**src/rtl/span_capture.sv**
```systemverilog
// span_capture: encodes a 1-bit raster pixel stream into line-data records.
// Ports: clk/rst_n; pixel,x_pos,y_pos,next_row,next_frame in; rec_* out, frame_err.
module span_capture #(
  parameter int H_ACTIVE    = 640,
  parameter int V_ACTIVE    = 480,
  parameter int MAX_RECORDS = 7
) (
  input  logic        clk,
  input  logic        rst_n,
  input  logic        pixel,
  input  logic [9:0]  x_pos,
  input  logic [9:0]  y_pos,
  input  logic        next_row,
  input  logic        next_frame,
  output logic        rec_valid,
  input  logic        rec_ready,
  output logic [7:0]  rec_y,
  output logic [31:0] rec_x,
  output logic [7:0]  rec_count,
  output logic        frame_err
);

  localparam logic [10:0] HA    = 11'(H_ACTIVE);
  localparam logic [10:0] VA    = 11'(V_ACTIVE);
  localparam logic [7:0]  CLS_X = 8'(H_ACTIVE / 4);
  localparam logic [7:0]  MAXR  = 8'(MAX_RECORDS);
  localparam logic [7:0]  MAXM1 = 8'(MAX_RECORDS - 1);

  typedef enum logic [1:0] {
    SYNC    = 2'd0,
    CAPTURE = 2'd1,
    FULL    = 2'd2
  } state_t;

  state_t      r_state;
  state_t      w_state_nx;
  state_t      w_frame_st;

  logic        r_prev;
  logic [2:0]  r_ecnt;
  logic [31:0] r_cur;
  logic [31:0] r_last;
  logic        r_err;
  logic        r_wrap;
  logic        r_valid;
  logic [7:0]  r_y;
  logic [31:0] r_x;
  logic [7:0]  r_cnt;
  logic        r_ferr;

  logic        w_run;
  logic        w_cap;
  logic        w_y_ok;
  logic        w_x_ok;
  logic        w_smp;
  logic        w_edge;
  logic        w_ovf;
  logic [31:0] w_fin;
  logic        w_cerr;
  logic        w_close;
  logic        w_emit_row;
  logic        w_term;
  logic        w_emit;
  logic        w_busy;
  logic        w_drop;
  logic        w_err_set;
  logic [7:0]  w_cnt_nx;

  assign w_y_ok = (y_pos[1:0] == 2'b00) && ({1'b0, y_pos} < VA);
  assign w_x_ok = (x_pos[1:0] == 2'b00) && ({1'b0, x_pos} < HA);

  // Frame restart lands in FULL directly when only the terminator fits.
  assign w_frame_st = (MAX_RECORDS == 1) ? FULL : CAPTURE;

  always_ff @(posedge clk or negedge rst_n) begin
    if (!rst_n) r_state <= SYNC;
    else        r_state <= w_state_nx;
  end

  always_comb begin
    w_state_nx = r_state;
    unique case (r_state)
      SYNC: begin
        if (next_frame) w_state_nx = w_frame_st;
      end
      CAPTURE: begin
        if (next_frame)
          w_state_nx = w_frame_st;
        else if (w_emit_row && (w_cnt_nx == MAXM1))
          w_state_nx = FULL;
      end
      FULL: begin
        if (next_frame) w_state_nx = w_frame_st;
      end
      default: w_state_nx = SYNC;
    endcase
  end

  always_comb begin
    w_run = 1'b0;
    w_cap = 1'b0;
    unique case (r_state)
      CAPTURE: begin
        w_run = 1'b1;
        w_cap = 1'b1;
      end
      FULL:    w_run = 1'b1;
      default: w_run = 1'b0;
    endcase
  end

  assign w_smp  = w_run && !next_row && !next_frame && w_y_ok && w_x_ok;
  assign w_edge = w_smp && (pixel != r_prev);
  assign w_ovf  = w_edge && r_ecnt[2];

  // Row still high at its end gets a closing toggle at the right border.
  always_comb begin
    w_fin  = r_cur;
    w_cerr = 1'b0;
    if (r_prev) begin
      if (r_ecnt[2]) w_cerr = 1'b1;
      else           w_fin[{r_ecnt[1:0], 3'b000} +: 8] = CLS_X;
    end
  end

  assign w_close    = w_run && next_row && !next_frame && w_y_ok;
  assign w_emit_row = w_close && w_cap && (w_fin != r_last);
  assign w_term     = w_run && next_frame;
  assign w_emit     = w_emit_row || w_term;
  assign w_busy     = r_valid && !rec_ready;
  assign w_drop     = w_emit && w_busy;
  assign w_err_set  = w_ovf || (w_close && w_cerr) || w_drop;
  assign w_cnt_nx   = r_cnt + 8'd1;

  always_ff @(posedge clk or negedge rst_n) begin
    if (!rst_n) begin
      r_prev <= 1'b0;
      r_ecnt <= 3'd0;
      r_cur  <= '1;
    end else if (next_row || next_frame) begin
      r_prev <= 1'b0;
      r_ecnt <= 3'd0;
      r_cur  <= '1;
    end else if (w_smp) begin
      r_prev <= pixel;
      if (w_edge && !r_ecnt[2]) begin
        r_cur[{r_ecnt[1:0], 3'b000} +: 8] <= x_pos[9:2];
        r_ecnt <= r_ecnt + 3'd1;
      end
    end
  end

  // last_x tracks every row-record decision, dropped ones included.
  always_ff @(posedge clk or negedge rst_n) begin
    if (!rst_n)          r_last <= '1;
    else if (next_frame) r_last <= '1;
    else if (w_emit_row) r_last <= w_fin;
  end

  always_ff @(posedge clk or negedge rst_n) begin
    if (!rst_n) begin
      r_valid <= 1'b0;
      r_y     <= 8'd0;
      r_x     <= 32'd0;
    end else if (w_emit && !w_busy) begin
      r_valid <= 1'b1;
      r_y     <= w_term ? 8'hFF : y_pos[9:2];
      r_x     <= w_term ? 32'hFFFF_FFFF : w_fin;
    end else if (rec_ready) begin
      r_valid <= 1'b0;
    end
  end

  // Frame wrap runs one cycle after next_frame so the terminator is
  // counted and a terminator drop reaches frame_err.
  always_ff @(posedge clk or negedge rst_n) begin
    if (!rst_n) begin
      r_wrap <= 1'b0;
      r_err  <= 1'b0;
      r_ferr <= 1'b0;
      r_cnt  <= 8'd0;
    end else begin
      r_wrap <= w_term;
      if (r_wrap) begin
        r_ferr <= r_err;
        r_err  <= w_err_set;
        r_cnt  <= w_emit ? 8'd1 : 8'd0;
      end else begin
        if (w_err_set) r_err <= 1'b1;
        if (w_emit && (r_cnt != MAXR)) r_cnt <= w_cnt_nx;
      end
    end
  end

  assign rec_valid = r_valid;
  assign rec_y     = r_y;
  assign rec_x     = r_x;
  assign rec_count = r_cnt;
  assign frame_err = r_ferr;

endmodule

```
**config.mk**
```make
export PLATFORM = sky130hd
export DESIGN_NAME = span_capture
export DESIGN_NICKNAME = d
export VERILOG_FILES = /design/src/rtl/span_capture.sv
export SDC_FILE = /design/constraint.sdc
export NUM_CORES = 1
export LEC_CHECK = 0
export CORE_ASPECT_RATIO = 0.7
export CORE_UTILIZATION = 60
export CTS_CLUSTER_DIAMETER = 150
export DETAILED_ROUTE_END_ITERATION = 6
export PLACE_DENSITY = 0.85
export SETUP_SLACK_MARGIN = 0.15
export SLEW_MARGIN = 20
export SYNTH_ARGS = -nofsm -noshare
export SYNTH_HDL_FRONTEND = slang
export SYNTH_SLANG_ARGS = --single-unit
export TNS_END_PERCENT = 30
```
**constraint.sdc**
```tcl
create_clock -name clk -period 8.1 [get_ports clk]
set_clock_uncertainty 0.15 [all_clocks]
set_input_delay 2.43 -clock clk [delete_from_list [all_inputs] [get_ports clk]]
set_output_delay 2.43 -clock clk [all_outputs]
set_load 0.01 [all_outputs]
```
==> impl_metrics.json, run 1 <==
{
  "status": "completed",
  "drt-initial-drc-count": 520,
  "drv_slew": 0,
  "async_reset_ff_frac": 1.00,
  "ys_seq_area_frac": 0.512,
  "setup_tns_ns": 0,
  "yosysUniqueCellTypes": 69,
  "met3_usage": 0.109,
  "rsz0062_at_grt": "false",
  "routed_via_density": 6.66,
  "grt_pass1_vias": 4895,
  "p_seq_frac": 0.426,
  "ys.flop_type": "dfstp_2",
  "pwr-share-clk": 0.439,
  "syn_area_per_cell_um2": 11.0,
  "track_usage": 0.332,
  "grt_max_degree": 75,
  "p_leak_nw": 3.22,
  "grt-busiest-layer": "met1",
  "io_pins": 76,
  "core-area_mm2": 0.00980,
  "start_kind": "primary input",
  "rows": 30,
  "cts-root-buf": "clkbuf_16",
  "port_buffers": 75,
  "antenna_found_initial": 0,
  "first_pass_iters": 5,
  "clock_latency_ns": 0.42,
  "peakVddDrop_mv": 0.171,
  "intPower_mw": 1.14,
  "worstPathRequired_ns": 8.30,
  "synth_warnings": 0,
  "grt_use_met2": 0.474,
  "worstHoldPathCells": 1,
  "final.fill_count": 634,
  "cts.reportedPaths.clkPinSlew_ns": 0.06,
  "relSlewSlack": 0.378,
  "drc": 0,
  "htreeDepth": 4,
  "cts_buffers": 17,
  "drive_gt1_frac": 0.190,
  "worst_pin_slew_ns": 0.933,
  "fin_nets": 665,
  "area_growth_pct": 21.6,
  "max_freq_ghz": 0.187,
  "dieArea_mm2": 0.0106,
  "power_density_mw_per_mm2": 205,
  "hp-class": "reg2reg",
  "swShare": 0.258,
  "grt_pass1_wl_um": 26300,
  "crit_type": "in2reg",
  "antenna_left": 0,
  "path_max_fanout": 14,
  "period_minus_slack_ns": 5.35,
  "post-cts-setup-buffer-count": 0,
  "critPathCaptureType": "flop",
  "dpl.cell_count": 737,
  "clk_path_buf_depth": 2,
  "cts_tree": "built",
  "syn-num-nets": 594,
  "final_cells": 770,
  "antenna_cells": 0,
  "overflow": 0,
  "grt.met1_usage": 0.478,
  "die_h_um": 86.5,
  "numClockSinks": 122,
  "cap_violations": 0,
  "p_switching_uw": 394,
  "pwr-share-comb": 0.134,
  "place.gp.congestion": 0.951,
  "ctsHoldBuffers": 0,
  "routedWlPerCell_um": 21.5,
  "start_util": 0.625,
  "dp_hpwl_um": 11100,
  "cp.arrival_ns": 5.55,
  "drt-total-wl_um": 16500,
  "hold_violations": 0,
  "cts_resized": 0,
  "r2r_cells": 11,
  "postSynthCellCount": 558,
  "dr_total_vias": 5130,
  "ys_ff_latch": 122,
  "whs_ns": 0.346,
  "die_x_um": 123,
  "period_share": 0.661,
  "setup_violations": 0,
  "syn_area_mm2": 0.00612,
  "synth-edff-count": 0
}
critical path: stages:
cell and delay [ns]:
clkdlybuf4s50_1 0.60, o21a_1 0.29, nor3_1 0.39, nand3_2 0.21
nor3_4 0.58, nand2_4 0.20, nor4b_4 0.58, a221o_1 0.25
synthesized netlist by cell type, types with 3 or more instances:
library cell	count	share of area
o22ai_1	4	0.0041
o31ai_1	4	0.0049
nand2b_1	13	0.013
o2111ai_1	4	0.0057
o2bb2ai_1	3	0.0043
and3b_1	4	0.0057
nor2_1	62	0.038
buf_4	6	0.0074
a2bb2oi_1	32	0.046
buf_6	5	0.0092
a21oi_1	28	0.023
o22a_1	7	0.010
and4b_1	3	0.0049
nor3_1	7	0.0057
dfrtp_1	58	0.24
xnor2_1	7	0.010
o21ai_0	11	0.0090
dfstp_2	64	0.27
clkbuf_1	11	0.0067
buf_2	5	0.0041
nand3b_2	3	0.0055
nand4_1	3	0.0031
a211o_1	32	0.046
nor4_1	5	0.0051
mux2_2	7	0.013
a221o_1	25	0.041
a222oi_1	5	0.0082
ha_1	10	0.020
nand2_1	33	0.020
nor2b_1	5	0.0051
nand3_1	8	0.0065
inv_1	33	0.020
or3_1	3	0.0031
a31oi_1	3	0.0031
cell usage in the layout (no fill, tap or decap), types with 17 or more instances in the layout:
cell type        Yosys  routed
a2bb2oi_1           32      32
nand2_1             33      33
nor2_1              62      61
clkbuf_16            0      17
a21oi_1             28      27
dfstp_2             64      64
dfrtp_1             58      58
a221o_1             25      25
a211o_1             32      32
inv_1               33      33
clkdlybuf4s50_1      0      74
path summary, 6_finish.rpt:
kind | slack [ns] | endpoint | startpoint
min in group asynchronous | 1.88 | rec_x[26]$_DFFE_PN0P_ | rst_n
max | 2.75 | r_cur[23]$_DFFE_PN1P_ | x_pos[8]
min reg2reg | 0.35 | rec_y[4]$_DFFE_PN0P_ | rec_y[4]$_DFFE_PN0P_
min | 0.35 | rec_y[4]$_DFFE_PN0P_ | rec_y[4]$_DFFE_PN0P_
max in group asynchronous | 4.54 | rec_x[0]$_DFFE_PN0P_ | rst_n
max reg2reg | 3.26 | rec_y[3]$_DFFE_PN0P_ | r_ecnt[0]$_DFFE_PN0P_
stage by stage:
step                 util  area (um2)  worst slack (ns)  power, mW
floorplan               -        6120              3.54      0.771
global placement    0.705        6900              2.46      0.845
detailed placement  0.705        6900              2.31      0.854
CTS                 0.757        7420              2.73       1.52
global route        0.760        7450              2.66       1.58
finish              0.760        7450              2.75       1.53
cell type report:
type	count	area, um2	area share
sequential	122	3130	0.421
multi-input combinational	375	2710	0.364
timing repair buffer	80	806	0.108
clock buffer	29	500	0.0672
tap	128	160	0.0215
inverter	33	124	0.0166
clock inverter	3	15.0	0.00202
logic make-up (layout without fill, tap and decap cells):
logic type      after synthesis  count (layout)  synth area share
xor+xnor                      9               9            0.0129
compound gates              176             176             0.235
flops                       122             122             0.512
simple gates                172             172             0.158
fa+ha+maj                    10              10            0.0204
mux                           8               8            0.0145
buf+inv                      61             145            0.0482
routing by layer:
metal	routed length (um)	share of wire
met4	289	0.017
met1	7400	0.45
met5	0	0
met2	7290	0.44
met3	1560	0.094
power groups by stage:
stage	clock, mW	sequential [mW]	combinational (mW)
after floorplan	0	0.657	0.113
final	0.672	0.652	0.205
after global routing	0.702	0.655	0.222
after global placement	0	0.658	0.186
after CTS	0.675	0.651	0.198
after detailed placement	0	0.660	0.195
flip-flops by register name, summed over array words and instances (netlist names):
register / flops
frame_err: 1
r_cur: 32
r_ecnt: 3
r_err: 1
r_last: 32
r_prev: 1
r_state: 2
r_wrap: 1
rec_count: 8
rec_valid: 1
rec_x: 32
rec_y: 8
Note: power is estimated with default switching activity, not from simulation.
==> run 2, diff against run 1 <==
CORE_UTILIZATION = 50   (was 60)
PLACE_DENSITY = 0.76   (was 0.85)
clock period = 4.4 ns   (was 8.1 ns; I/O delays follow)
==> impl_metrics.json, run 2 (same netlist as run 1, synthesis figures left out) <==
{
  "core-area_mm2": 0.0118,
  "cts_buffers": 17,
  "drt-initial-drc-count": 383,
  "cp_slowest_stage_delay_ns": 0.48,
  "dieArea_mm2": 0.0127,
  "routed_via_density": 6.15,
  "cts_tree": "built",
  "worstPathCellList": "inv_1, ha_1, and3b_1, nor2_1, o32ai_1, and4b_1, and4b_1, a31o_2, buf_4, nor2_1, a211o_1",
  "path_delay_family": "simple AND/OR/NAND/NOR gates",
  "overflow": 0,
  "die_h_um": 94.6,
  "rows": 33,
  "post-cts-setup-buffer-count": 0,
  "worst_pin_slew_ns": 0.664,
  "first_pass_iters": 5,
  "drt-total-wl_um": 16400,
  "antenna_left": 0,
  "peakVddDrop_mv": 0.301,
  "final_common_cell": "clkdlybuf4s50_1",
  "clock_latency_ns": 0.42,
  "area_growth_pct": 23.5,
  "path_max_fanout": 36,
  "io_pins": 76,
  "pre_cts_ws_ns": 0.273,
  "numClockSinks": 122,
  "routedWlPerCell_um": 20.4,
  "pwr-share-clk": 0.452,
  "hold_violations": 0,
  "start_kind": "flop",
  "drv_slew": 0,
  "place.gp.congestion": 0.940,
  "cts.reportedPaths.clkPinSlew_ns": 0.06,
  "antenna_found_initial": 0,
  "cts_resized": 0,
  "finalInstanceArea_mm2": 0.00756,
  "swShare": 0.252,
  "p_switching_uw": 722,
  "cp.arrival_ns": 4.09,
  "period_minus_slack_ns": 3.90,
  "worstPathRequired_ns": 4.59,
  "drc": 0,
  "crit_type": "reg2reg",
  "period_share": 0.886,
  "port_buffers": 75,
  "fin_nets": 673,
  "p_seq_frac": 0.419,
  "intPower_mw": 2.14,
  "hp-class": "reg2reg",
  "htreeDepth": 4,
  "rsz0062_at_grt": "false",
  "cts-root-buf": "clkbuf_16",
  "antenna_cells": 0,
  "p_leak_nw": 3.27,
  "whs_ns": 0.341,
  "pwr-share-comb": 0.129,
  "place_area_mm2": 0.00702,
  "status": "completed",
  "ctsHoldBuffers": 0,
  "crit_path_top_delay_cell": "dfrtp_1",
  "dr_total_vias": 4966,
  "dp_hpwl_um": 11500,
  "setup_tns_ns": 0,
  "grt_max_degree": 123,
  "power_density_mw_per_mm2": 379,
  "critPathBufInv": 2,
  "track_usage": 0.273,
  "setup_violations": 0,
  "start_util": 0.518,
  "final_util": 0.640,
  "clk_path_buf_depth": 2,
  "relSlewSlack": 0.558,
  "drive_gt1_frac": 0.202,
  "cap_violations": 0,
  "mostFrequentLayoutCells": "clkdlybuf4s50_1, dfstp_2, nor2_1",
  "die_x_um": 134,
  "grt_pass1_wl_um": 25800,
  "grt_pass1_vias": 4796,
  "max_freq_ghz": 0.257,
  "critPathCaptureType": "flop",
  "finalWorstSetupSlack_ns": 0.501
}
run 2: worst reg2reg max path, stage by stage, from the launching register on:
cell,delay [ns]
dfrtp_1,0.48
inv_1,0.25
ha_1,0.34
and3b_1,0.34
nor2_1,0.10
o32ai_1,0.38
and4b_1,0.25
and4b_1,0.33
a31o_2,0.40
buf_4,0.40
nor2_1,0.12
a211o_1,0.28
run 2: path summary, 6_finish.rpt:
path	slack, ns	cells after the start	start	to
worst min-delay path	0.34	1	rec_y[4]$_DFFE_PN0P_	rec_y[4]$_DFFE_PN0P_
worst max-delay path	0.50	11	r_ecnt[0]$_DFFE_PN0P_	r_last[31]$_DFFE_PN1P_
min in group asynchronous	0.82	2	rst_n	rec_y[2]$_DFFE_PN0P_
worst min register to register	0.34	1	rec_y[4]$_DFFE_PN0P_	rec_y[4]$_DFFE_PN0P_
worst max register to register	0.50	11	r_ecnt[0]$_DFFE_PN0P_	r_last[31]$_DFFE_PN1P_
max in group asynchronous	2.76	2	rst_n	rec_count[7]$_DFFE_PN0P_
run 2: power groups by stage:
stage          registers, mW  clock network [mW]  logic (mW)
4_1_cts                 1.20                1.31       0.369
3_3_place_gp            1.21                   0       0.352
3_5_place_dp            1.22                   0       0.365
5_1_grt                 1.21                1.36       0.401
6_report                1.20                1.30       0.371
2_1_floorplan           1.21                   0       0.209
run 2: layer usage:
layer / vias to the layer above / part of all wire / track usage
li1: 2251 / - / -
met1: 2483 / 0.44 / 0.377
met2: 206 / 0.44 / 0.408
met3: 26 / 0.095 / 0.0864
met4: 0 / 0.018 / 0.0880
met5: - / 0 / 0
run 2: layout make-up:
type                       instances  area [um2]
clock inverter                     4        45.0
tap                              157         196
sequential                       122        3130
inverter                          33         124
multi-input combinational        375        2710
clock buffer                      28         497
timing repair buffer              88         858
fill                             966        4250
run 2: stage by stage:
step                      total power [mW]  instances
after global routing                  2.97        807
after global placement                1.57        775
final                                 2.87        807
after detailed placement              1.58        775
after CTS                             2.87        807
after floorplan                       1.42        558
